==> src/rtl/fpu_pkg.sv <==
// Shared FPU definitions: compare opcodes, exponent limit and IEEE-754 single
// classification helpers used by the compare datapath.
package fpu_pkg;

  typedef enum logic [1:0] {
    FCMP_EQ   = 2'b00,
    FCMP_LT   = 2'b01,
    FCMP_LE   = 2'b10,
    FCMP_RSVD = 2'b11
  } fcmp_op_e;

  localparam logic [7:0] EXP_MAX = 8'd255;

  // NaN: all-ones exponent with a non-zero mantissa (quiet or signalling).
  function automatic logic is_nan(input logic [31:0] x);
    return (x[30:23] == EXP_MAX) && (x[22:0] != 23'd0);
  endfunction

  // Zero of either sign.
  function automatic logic is_zero(input logic [31:0] x);
    return (x[30:0] == 31'd0);
  endfunction

endpackage

==> src/rtl/fcmp_core.sv <==
// Combinational single-precision compare (feq/flt/fle).
// Optional feature macro: FCMP_NV_FLAG_EN drives the invalid flag; otherwise nv is 0.
module fcmp_core
  import fpu_pkg::*;
(
  input  logic [31:0] x1,
  input  logic [31:0] x2,
  input  logic [1:0]  op,
  output logic        y,
  output logic        nv
);

  fcmp_op_e op_e;
  logic     any_nan;
  logic     both_zero;
  logic     eq;
  logic     lt;

  assign op_e      = fcmp_op_e'(op);
  assign any_nan   = is_nan(x1) || is_nan(x2);
  assign both_zero = is_zero(x1) && is_zero(x2);

  // Signed-magnitude ordering: mixed signs decided by sign, negatives reverse magnitude.
  always_comb begin
    lt = 1'b0;
    if (x1[31] != x2[31]) begin
      lt = x1[31];
    end else if (x1[31]) begin
      lt = (x1[30:0] > x2[30:0]);
    end else begin
      lt = (x1[30:0] < x2[30:0]);
    end
    if (any_nan || both_zero) begin
      lt = 1'b0;
    end
    eq = !any_nan && (both_zero || (x1 == x2));
  end

  // Opcode select; the reserved encoding always reports false.
  always_comb begin
    y = 1'b0;
    unique case (op_e)
      FCMP_EQ:   y = eq;
      FCMP_LT:   y = lt;
      FCMP_LE:   y = lt || eq;
      FCMP_RSVD: y = 1'b0;
      default:   y = 1'b0;
    endcase
  end

`ifdef FCMP_NV_FLAG_EN
  assign nv = any_nan;
`else
  assign nv = 1'b0;
`endif

endmodule

==> src/rtl/fcmp_stage.sv <==
// Compare stage: fcmp_core followed by a 2-entry valid/ready result FIFO.
// Optional feature macro: FCMP_NV_FLAG_EN stores and drives nv; otherwise nv is tied to 0.
module fcmp_stage
  import fpu_pkg::*;
(
  input  logic        clk,
  input  logic        rstn,
  input  logic        in_valid,
  output logic        in_ready,
  input  logic [31:0] x1,
  input  logic [31:0] x2,
  input  logic [1:0]  op,
  output logic        out_valid,
  input  logic        out_ready,
  output logic        y,
  output logic        nv
);

  logic       core_y;
  logic       core_nv;
  logic       push;
  logic       pop;
  logic [1:0] count_q, count_d;
  logic       wr_ptr_q, wr_ptr_d;
  logic       rd_ptr_q, rd_ptr_d;
  logic [1:0] y_mem_q, y_mem_d;

  fcmp_core u_core (
    .x1 (x1),
    .x2 (x2),
    .op (op),
    .y  (core_y),
    .nv (core_nv)
  );

  assign in_ready  = (count_q < 2'd2);
  assign out_valid = (count_q != 2'd0);
  assign push      = in_valid && in_ready;
  assign pop       = out_valid && out_ready;

  // Next-state for occupancy, pointers and result storage.
  always_comb begin
    count_d  = count_q;
    wr_ptr_d = wr_ptr_q;
    rd_ptr_d = rd_ptr_q;
    y_mem_d  = y_mem_q;
    if (push) begin
      y_mem_d[wr_ptr_q] = core_y;
      wr_ptr_d          = ~wr_ptr_q;
    end
    if (pop) begin
      rd_ptr_d = ~rd_ptr_q;
    end
    unique case ({push, pop})
      2'b10:   count_d = count_q + 2'd1;
      2'b01:   count_d = count_q - 2'd1;
      default: count_d = count_q;
    endcase
  end

  // State register with synchronous active-low reset that flushes the buffer.
  always_ff @(posedge clk) begin
    if (!rstn) begin
      count_q  <= 2'd0;
      wr_ptr_q <= 1'b0;
      rd_ptr_q <= 1'b0;
      y_mem_q  <= 2'b00;
    end else begin
      count_q  <= count_d;
      wr_ptr_q <= wr_ptr_d;
      rd_ptr_q <= rd_ptr_d;
      y_mem_q  <= y_mem_d;
    end
  end

  assign y = y_mem_q[rd_ptr_q];

`ifdef FCMP_NV_FLAG_EN
  logic [1:0] nv_mem_q, nv_mem_d;

  // Invalid-flag storage tracks the result entries slot for slot.
  always_comb begin
    nv_mem_d = nv_mem_q;
    if (push) begin
      nv_mem_d[wr_ptr_q] = core_nv;
    end
  end

  // Flag register, cleared with the rest of the buffer.
  always_ff @(posedge clk) begin
    if (!rstn) begin
      nv_mem_q <= 2'b00;
    end else begin
      nv_mem_q <= nv_mem_d;
    end
  end

  assign nv = nv_mem_q[rd_ptr_q];
`else
  // core_nv is constant 0 in this build, so no storage is needed.
  assign nv = core_nv;
`endif

endmodule
==> config.mk <==
export PLATFORM = sky130hd
export DESIGN_NAME = fcmp_stage
export DESIGN_NICKNAME = d
export VERILOG_FILES = /design/src/rtl/fpu_pkg.sv /design/src/rtl/fcmp_core.sv /design/src/rtl/fcmp_stage.sv
export SDC_FILE = /design/constraint.sdc
export NUM_CORES = 1
export LEC_CHECK = 0
export ABC_AREA = 1
export ABC_CLOCK_PERIOD_IN_PS = 2400
export CAP_MARGIN = 20
export CORE_ASPECT_RATIO = 1.5
export CORE_MARGIN = 2
export CORE_UTILIZATION = 25
export DETAILED_ROUTE_END_ITERATION = 10
export PLACE_DENSITY = 0.53
export SYNTH_ARGS = -nofsm -noshare
export SYNTH_HDL_FRONTEND = slang
export SYNTH_SLANG_ARGS = --single-unit
==> constraint.sdc <==
create_clock -name clk -period 2.4 [get_ports clk]
set_input_delay 0.36 -clock clk [delete_from_list [all_inputs] [get_ports clk]]
set_output_delay 0.36 -clock clk [all_outputs]
set_load 0.02 [all_outputs]
==> results of run 1 <==
==> sequential cells by signal (all words and copies together), names as in the netlist <==
signal	count
y_mem_q	2
rd_ptr_q	1
wr_ptr_q	1
count_q	2
==> Yosys cell counts <==
| cell type | instances |
|---|---|
| nand4_1 | 6 |
| nand3_1 | 10 |
| a21o_1 | 2 |
| ha_1 | 32 |
| and3_1 | 2 |
| nand3b_1 | 2 |
| inv_2 | 4 |
| nand2_1 | 92 |
| nor2_2 | 1 |
| buf_4 | 1 |
| xor2_1 | 2 |
| nor3_2 | 1 |
| inv_1 | 51 |
| dfxtp_1 | 6 |
| o21a_1 | 2 |
| clkinv_1 | 2 |
| conb_1 | 1 |
| nand2_2 | 2 |
| o21ai_0 | 6 |
| a21oi_1 | 16 |
| nor2_4 | 1 |
| nor2_1 | 66 |
==> cell type report <==
cell class	instances	area share
Timing Repair Buffer	72	0.2881
Tap cell	76	0.03802
Clock buffer	3	0.01651
Sequential cell	6	0.04802
Inverter	57	0.08554
Multi-Input combinational cell	244	0.5238
==> per-stage QoR <==
stage / hold WS [ns] / total power [µW] / util / std cells
after detailed placement: 0.4650 / 620.0 / 0.3819 / 455
after global routing: 0.5410 / 847.0 / 0.3883 / 458
after floorplan: 0.4387 / 386.1 / - / 308
after CTS: 0.4699 / 774.7 / 0.3883 / 458
after global placement: 0.4485 / 613.8 / 0.3819 / 455
final: 0.4694 / 764.7 / 0.3883 / 458
==> cells by family after synthesis <==
kind of cell / after synthesis
AO/OA/AOI/OAI: 26
XOR/XNOR: 2
adder cells (fa/ha/maj): 32
buffers and inverters: 58
flip-flops: 6
other: 1
AND/OR/NAND/NOR: 183
==> where the power goes <==
part / internal, µW / switching (µW)
combinational: 235 / 239
sequential: 125 / 13.5
clock: 108 / 44.0
total: 468 / 296
==> per-layer routing <==
metal | track usage | vias up | part of all wire
met5 | 0 | - | 0
met4 | 0.02473 | 0 | 0.0021
met3 | 0.007782 | 2 | 0.029
met2 | 0.3201 | 39 | 0.59
met1 | 0.1447 | 873 | 0.37
li1 | - | 1098 | -
==> how the worst min path moves through the flow <==
stage,slack (ns),cells past startpoint,endpoint
CTS,0.47,1,rd_ptr_q
global route,0.54,1,rd_ptr_q
floorplan,0.44,1,rd_ptr_q
global placement,0.45,1,rd_ptr_q
detailed placement,0.46,1,rd_ptr_q
finish,0.47,1,rd_ptr_q
==> flow_summary.json, run 1 <==
{
  "rows": 36,
  "n_fill_cell": 755,
  "cp-startpoint": "x2[22]",
  "cts_resized": 0,
  "grt_pass1_vias": 2157,
  "setup_ws_ns": 0.3776,
  "synth_xor_area_frac": 0.01061,
  "multi_input_area_um2": 1310,
  "final_common_cell": "nand2_1",
  "grt_overflow": 0,
  "holdBufCountCts": 0,
  "synth_fa_ha_area_frac": 0.2424,
  "dp_slack_ns": 0.1065,
  "crit_type": "in2reg",
  "cts_setup_buffers": 0,
  "yosys_warnings": 0,
  "synthMuxAreaShare": 0,
  "die_x_um": 70.37,
  "ir_drop_uv": 284.4,
  "power.leakage_uw": 0.001268,
  "ys_seq_elements": 6,
  "dp_hpwl_mm": 4.774,
  "path_clk_slew_ns": 0.04,
  "critical_path_depth": 13,
  "hold_start": "rd_ptr_q",
  "routed_wirelength_mm": 5.155,
  "nNetsFinal": 486,
  "die_h_um": 103.5,
  "powerDensity_nw_per_um2": 305.7,
  "hp-class": "reg2reg",
  "fin_tns_setup_ns": 0,
  "antenna_found_initial": 0,
  "synth_nets": 410,
  "synth_top_family_by_area": "simple AND/OR/NAND/NOR gates",
  "io-pin-count": 74,
  "drtIter0Drc": 30,
  "slowest_delay_ns": 0.48,
  "fmax_mhz": 494.5,
  "n_antenna_cell": 0,
  "cap_violations": 0,
  "endpoint_kind": "flop",
  "most-common-layout-cells": "nand2_1 (92), clkdlybuf4s50_1 (72), nor2_1 (66)",
  "required_ns": 2.57,
  "drcViolationCount": 0,
  "yosys.area_share.simple": 0.4530,
  "cp_cell_sequence": "clkdlybuf4s50_1 -> inv_1 -> ha_1 -> nand2_1 -> nor2_1 -> nand3_1 -> nor2_1 -> nand3b_1 -> o21ai_0 -> nand2_1 -> nand3_1 -> nand2_1 -> inv_1",
  "critical_path_peak_fanout": 3,
  "postSynthAreaPerCell_um2": 5.362,
  "cp-start-kind": "input pin",
  "vias": 2012,
  "period_share": 0.8427,
  "htree_levels": 1,
  "crit_path_end": "y_mem_q[1]",
  "synth_top_area_frac": 0.2424,
  "syn_inst": 308,
  "slew_violations": 0,
  "port_buffers": 72,
  "wl_per_cell_um": 11.26,
  "final_antenna_net_count": 0,
  "cp_common_cell": "nand2_1",
  "status": "finished, final reports clean",
  "clk_latency_ns": 0.22,
  "synth_compound_area_frac": 0.08485,
  "rsz0062_at_grt": "false",
  "rr_startpoint": "count_q[1]",
  "drive_gt1_frac": 0.03141,
  "clock_path_buffers": 2,
  "setup_viol": 0,
  "grt_max_degree": 8,
  "min_period_ns": 2.022,
  "path_buf_inv": 3,
  "place_congestion": 0.7968,
  "synth.distinct_cells": 22,
  "initial_core_util": 0.2564,
  "numCtsBuffers": 3,
  "grt_pass1_wl_mm": 8.866,
  "cp_slowest_cell": "clkdlybuf4s50_1",
  "dpl_cell_area_um2": 2460,
  "yosys.area.top_type": "ha_1",
  "seq_area_frac_synth": 0.07273,
  "regArea_um2": 120.1,
  "finalHoldViolCount": 0,
  "timing.rr.end": "count_q[1]",
  "arrival_ns": 2.19,
  "final_cell_area_um2": 2501,
  "r2r_setup_slack_ns": 0.89,
  "skew_ns": 0.002063,
  "synth_area_um2": 1652,
  "cts_tree": "built",
  "critical-path-top-delay-family": "simple AND/OR/NAND/NOR gates",
  "core_area_um2": 6441,
  "synthToLayoutAreaGrowth_pct": 51.44,
  "grt_use_total": 0.1472,
  "cts-root-buf": "clkbuf_8",
  "drtPass1Iterations": 4,
  "via_per_inst": 4.393,
  "r2r_cells": 9,
  "cts.sinks": 6,
  "die-area_um2": 7286,
  "synth_area_leaders": "ha_1 (24%), nand2_1 (21%), nor2_1 (15%)"
}
Note: power is estimated with default switching activity, not from simulation.
==> run 2, diff against run 1 <==
--- a/config.mk
+++ b/config.mk
@@ -6,13 +6,13 @@
 export NUM_CORES = 1
 export LEC_CHECK = 0
 export ABC_AREA = 1
-export ABC_CLOCK_PERIOD_IN_PS = 2400
+export ABC_CLOCK_PERIOD_IN_PS = 1600
 export CAP_MARGIN = 20
 export CORE_ASPECT_RATIO = 1.5
 export CORE_MARGIN = 2
 export CORE_UTILIZATION = 25
 export DETAILED_ROUTE_END_ITERATION = 10
-export PLACE_DENSITY = 0.53
+export PLACE_DENSITY = 0.55
 export SYNTH_ARGS = -nofsm -noshare
 export SYNTH_HDL_FRONTEND = slang
 export SYNTH_SLANG_ARGS = --single-unit
==> constraint.sdc (replaced) <==
create_clock -name clk -period 1.6 [get_ports clk]
set_input_delay 0.24 -clock clk [delete_from_list [all_inputs] [get_ports clk]]
set_output_delay 0.24 -clock clk [all_outputs]
set_load 0.02 [all_outputs]
==> run 2 against run 1 <==
Global-route usage increased by 0.55 points. Clock-buffer cell count unchanged. Critical path type is now reg2out. Register-to-register slack got worse by 0.70 ns. Final area increased by 20%. Wire length increased by 15%. Utilization increased by 7.9 points. Non-clock buffer count increased by 38. Sequential cell count unchanged.
==> flow_summary.json, run 2 (same netlist as run 1, synthesis figures left out) <==
{
  "drcViolationCount": 0,
  "crit_type": "reg2out",
  "reg.largest.list": "count_q: 2 flops, y_mem_q: 2 flops",
  "drtIter0Drc": 53,
  "ir_drop_uv": 546.8,
  "n_antenna_cell": 0,
  "cts.sinks": 6,
  "io-pin-count": 74,
  "power.leakage_uw": 0.001476,
  "grt_pass1_vias": 2232,
  "fin_tns_setup_ns": 0,
  "drive_gt1_frac": 0.4595,
  "hp-class": "reg2reg",
  "status": "finished, final reports clean",
  "htree_levels": 1,
  "routed_wirelength_mm": 5.918,
  "skew_ns": 0.0008742,
  "final_cell_area_um2": 3013,
  "critical_path_peak_fanout": 3,
  "drtPass1Iterations": 4,
  "power_uw": 1360,
  "required_ns": 1.36,
  "finalHoldViolCount": 0,
  "die_x_um": 70.37,
  "rows": 36,
  "die_h_um": 103.5,
  "holdBufCountCts": 0,
  "die-area_um2": 7286,
  "path_clk_slew_ns": 0.03,
  "cts-root-buf": "clkbuf_8",
  "nNetsFinal": 524,
  "period_share": 0.9495,
  "dp_hpwl_mm": 4.910,
  "cts_tree": "built",
  "final_common_cell": "nand2_1",
  "arrival_ns": 1.28,
  "vias": 2221,
  "min_period_ns": 1.519,
  "clk_latency_ns": 0.22,
  "grt_pass1_wl_mm": 9.287,
  "grt_overflow": 0,
  "via_per_inst": 4.478,
  "initial_core_util": 0.2564,
  "n_fill_cell": 711,
  "antenna_found_initial": 0,
  "fmax_mhz": 658.2,
  "dpl_cell_area_um2": 2740,
  "port_buffers": 72,
  "endpoint_kind": "output port",
  "slew_violations": 0,
  "cp-start-kind": "flop",
  "synthToLayoutAreaGrowth_pct": 82.42,
  "final_antenna_net_count": 0,
  "clock_path_buffers": 2,
  "wl_per_cell_um": 11.93,
  "place_congestion": 0.8084,
  "setup_viol": 0,
  "cap_violations": 0,
  "powerDensity_nw_per_um2": 451.5,
  "grt_use_total": 0.1527,
  "core_area_um2": 6441,
  "grt_max_degree": 8,
  "most-common-layout-cells": "nand2_1 (75), nor2_1 (59), clkbuf_2 (53)",
  "hold_ws_ns": 0.4702,
  "numCtsBuffers": 3
}
## run 2: per-layer routing
metal  GRT usage  wire length [µm]  up-vias
li1            -                 -     1182
met1      0.1641              2218      971
met2      0.3073              3351       60
met3     0.01654               245        8
met4     0.03159               103        0
met5           0                 0        -
## run 2: metrics by stage
stage	util	instances	setup slack, ns
finish	0.4678	496	0.08079
CTS	0.4565	496	0.001231
detailed placement	0.4254	492	-0.5460
global placement	0.4254	492	-0.5550
global route	0.4678	496	-0.05439
floorplan	-	308	0.1255
## run 2: worst paths after layout
| path | start | to | slack, ns | cells past startpoint |
|---|---|---|---|---|
| min reg2reg | rd_ptr_q | rd_ptr_q | 0.47 | 1 |
| max | count_q[0] | out_valid | 0.08 | 3 |
| max reg2reg | count_q[1] | count_q[1] | 0.19 | 9 |
| min | rd_ptr_q | rd_ptr_q | 0.47 | 1 |
## run 2: where the power goes
group	internal, µW	switching [µW]	leakage [µW]
Sequential	188	22.5	0.0000496
Combinational	460	471	0.00140
Clock	161	57.1	0.0000216
## run 2: critical path, cell delays in order (launching register included)
cell and delay, ns:
dfxtp_1 0.33, inv_1 0.07, nand2_2 0.07, clkdlybuf4s50_1 0.59
## run 2: final cells by class
class / count / area [µm²] / area share
Timing Repair Buffer: 110 / 734.5 / 0.2438
Multi-Input combinational cell: 244 / 1805 / 0.5993
Clock buffer: 3 / 41.29 / 0.01370
Tap cell: 76 / 95.09 / 0.03156
Inverter: 57 / 216.5 / 0.07184
Sequential cell: 6 / 120.1 / 0.03987
## run 2: timing repair
action | in CTS | in global routing
resized for setup | 114 | 162
gates cloned | 0 | 0
setup buffers | 1 | 0
pin swaps | 39 | 49
endpoints found under the setup margin | 3 | 2
==> run 3, diff against run 2 <==
--- a/config.mk
+++ b/config.mk
@@ -13,6 +13,7 @@
 export CORE_UTILIZATION = 25
 export DETAILED_ROUTE_END_ITERATION = 10
 export PLACE_DENSITY = 0.55
+export SETUP_SLACK_MARGIN = 0.15
 export SYNTH_ARGS = -nofsm -noshare
 export SYNTH_HDL_FRONTEND = slang
 export SYNTH_SLANG_ARGS = --single-unit
==> run 3 against run 2 <==
Largest cell class unchanged. Clock skew about the same. Clock-buffer cell count is the same. Global-route usage is 1.5 points higher. Fmax grew 6.2%. Final area rose by 8.5%. Register-to-register slack better by 0.07 ns. Critical path depth up 12. First-iteration DRC count up 32%. Wire length up 5.0%.
==> flow_summary.json, run 3 (same netlist as run 1, synthesis figures left out) <==
{
  "status": "finished, final reports clean",
  "rr_startpoint": "count_q[0]",
  "clock_path_buffers": 2,
  "drtPass1Iterations": 6,
  "path_clk_slew_ns": 0.03,
  "drive_gt1_frac": 0.5283,
  "drtIter0Drc": 70,
  "period_share": 0.8943,
  "nNetsFinal": 528,
  "cap_violations": 0,
  "dp_slack_ns": -0.5695,
  "ir_drop_uv": 768.2,
  "synthToLayoutAreaGrowth_pct": 97.88,
  "final_cell_area_um2": 3268,
  "port_buffers": 72,
  "reg.largest.list": "count_q: 2 flops, y_mem_q: 2 flops",
  "io-pin-count": 74,
  "die-area_um2": 7286,
  "grt_pass1_vias": 2414,
  "final_antenna_net_count": 0,
  "endpoint_kind": "flop",
  "hold_ws_ns": 0.4673,
  "most-common-layout-cells": "nand2_1 (68), nor2_1 (59), buf_4 (39)",
  "slew_violations": 0,
  "arrival_ns": 1.60,
  "antenna_found_initial": 0,
  "initial_core_util": 0.2564,
  "final_common_cell": "nand2_1",
  "min_period_ns": 1.431,
  "grt_pass1_wl_mm": 10.17,
  "place_congestion": 0.8886,
  "power.leakage_uw": 0.001561,
  "clk_latency_ns": 0.22,
  "cp-start-kind": "input pin",
  "setup_ws_ns": 0.1691,
  "vias": 2246,
  "final_cells": 500,
  "grt_use_total": 0.1676,
  "fmax_mhz": 698.9,
  "cp-startpoint": "x2[28]",
  "dpl.cell_count": 495,
  "setup_viol": 0,
  "routed_wirelength_mm": 6.213,
  "n_antenna_cell": 0,
  "die_h_um": 103.5,
  "die_x_um": 70.37,
  "required_ns": 1.76,
  "via_per_inst": 4.492,
  "hp-class": "reg2reg",
  "power_uw": 1504,
  "numCtsBuffers": 3,
  "regArea_um2": 120.1,
  "powerDensity_nw_per_um2": 460.3,
  "skew_ns": 0.0005920,
  "finalHoldViolCount": 0,
  "rows": 36,
  "multi_input_area_um2": 1923,
  "dp_hpwl_mm": 4.938,
  "core_area_um2": 6441,
  "grt_max_degree": 8,
  "n_fill_cell": 674,
  "critical_path_peak_fanout": 4,
  "wl_per_cell_um": 12.43,
  "htree_levels": 1,
  "rsz0062_at_grt": "true",
  "crit_type": "in2reg",
  "hold_start": "rd_ptr_q",
  "dpl_cell_area_um2": 2768,
  "cts_tree": "built",
  "drcViolationCount": 0,
  "cts-root-buf": "clkbuf_8",
  "cts.sinks": 6,
  "grt_overflow": 0
}
==> run 3: changes by cell type in the layout (fill, tap and decap cells not counted), sizes merged <==
cell / change
clkdlybuf4s50: -2
dlygate4sd2: +2
clkbuf: -47
buf: +59
clkdlybuf4s15: -8
==> run 3: critical path, stage by stage <==
cell,delay (ns)
buf_2,0.10
inv_2,0.05
ha_4,0.27
nand2_4,0.05
nor2_4,0.13
nand3_2,0.11
nor3_2,0.15
nand2_1,0.08
nand2_2,0.07
nand2_1,0.06
nand2_1,0.07
nand2_2,0.07
nand3_2,0.07
nand2_1,0.05
inv_1,0.04
==> run 3: power by group <==
group	total [µW]	leakage, µW	internal (µW)	switching, µW
registers	213	0.0000496	188	25.1
logic	1070	0.00149	538	534
clock network	219	0.0000216	161	58.2
==> run 3: layout make-up <==
type	count	share of cell area
clock buffers	3	0.01263
inverters	57	0.06930
multi-input cells	244	0.5884
flip-flops and latches	6	0.03675
well taps	76	0.02910
repair buffers	114	0.2638
==> run 3: final timing paths <==
path	endpoint	slack (ns)	cells past startpoint
min reg2reg	rd_ptr_q	0.47	1
max reg2reg	count_q[1]	0.26	9
max	y_mem_q[1]	0.17	15
min	rd_ptr_q	0.47	1
==> run 3: per-layer routing <==
layer	track usage	vias to the layer above	share of wire
li1	-	1191	-
met1	0.1679	1002	0.38
met2	0.3592	49	0.57
met3	0.01848	4	0.037
met4	0.01786	0	0.0095
met5	0	-	0
==> run 3: repair_timing <==
item | CTS | global route
hold endpoints to repair | 0 | 0
gates resized for setup | 315 | 92
setup buffers | 1 | 1
endpoints found under the setup margin | 6 | 3
pin swaps | 72 | 58
hold buffers | 0 | 0
==> run 3: per-stage QoR <==
stage            util  setup TNS [ns]
2_1_floorplan       -               0
5_1_grt        0.5074               0
3_3_place_gp   0.4297          -1.161
3_5_place_dp   0.4297          -1.229
4_1_cts        0.4810               0
6_report       0.5074               0
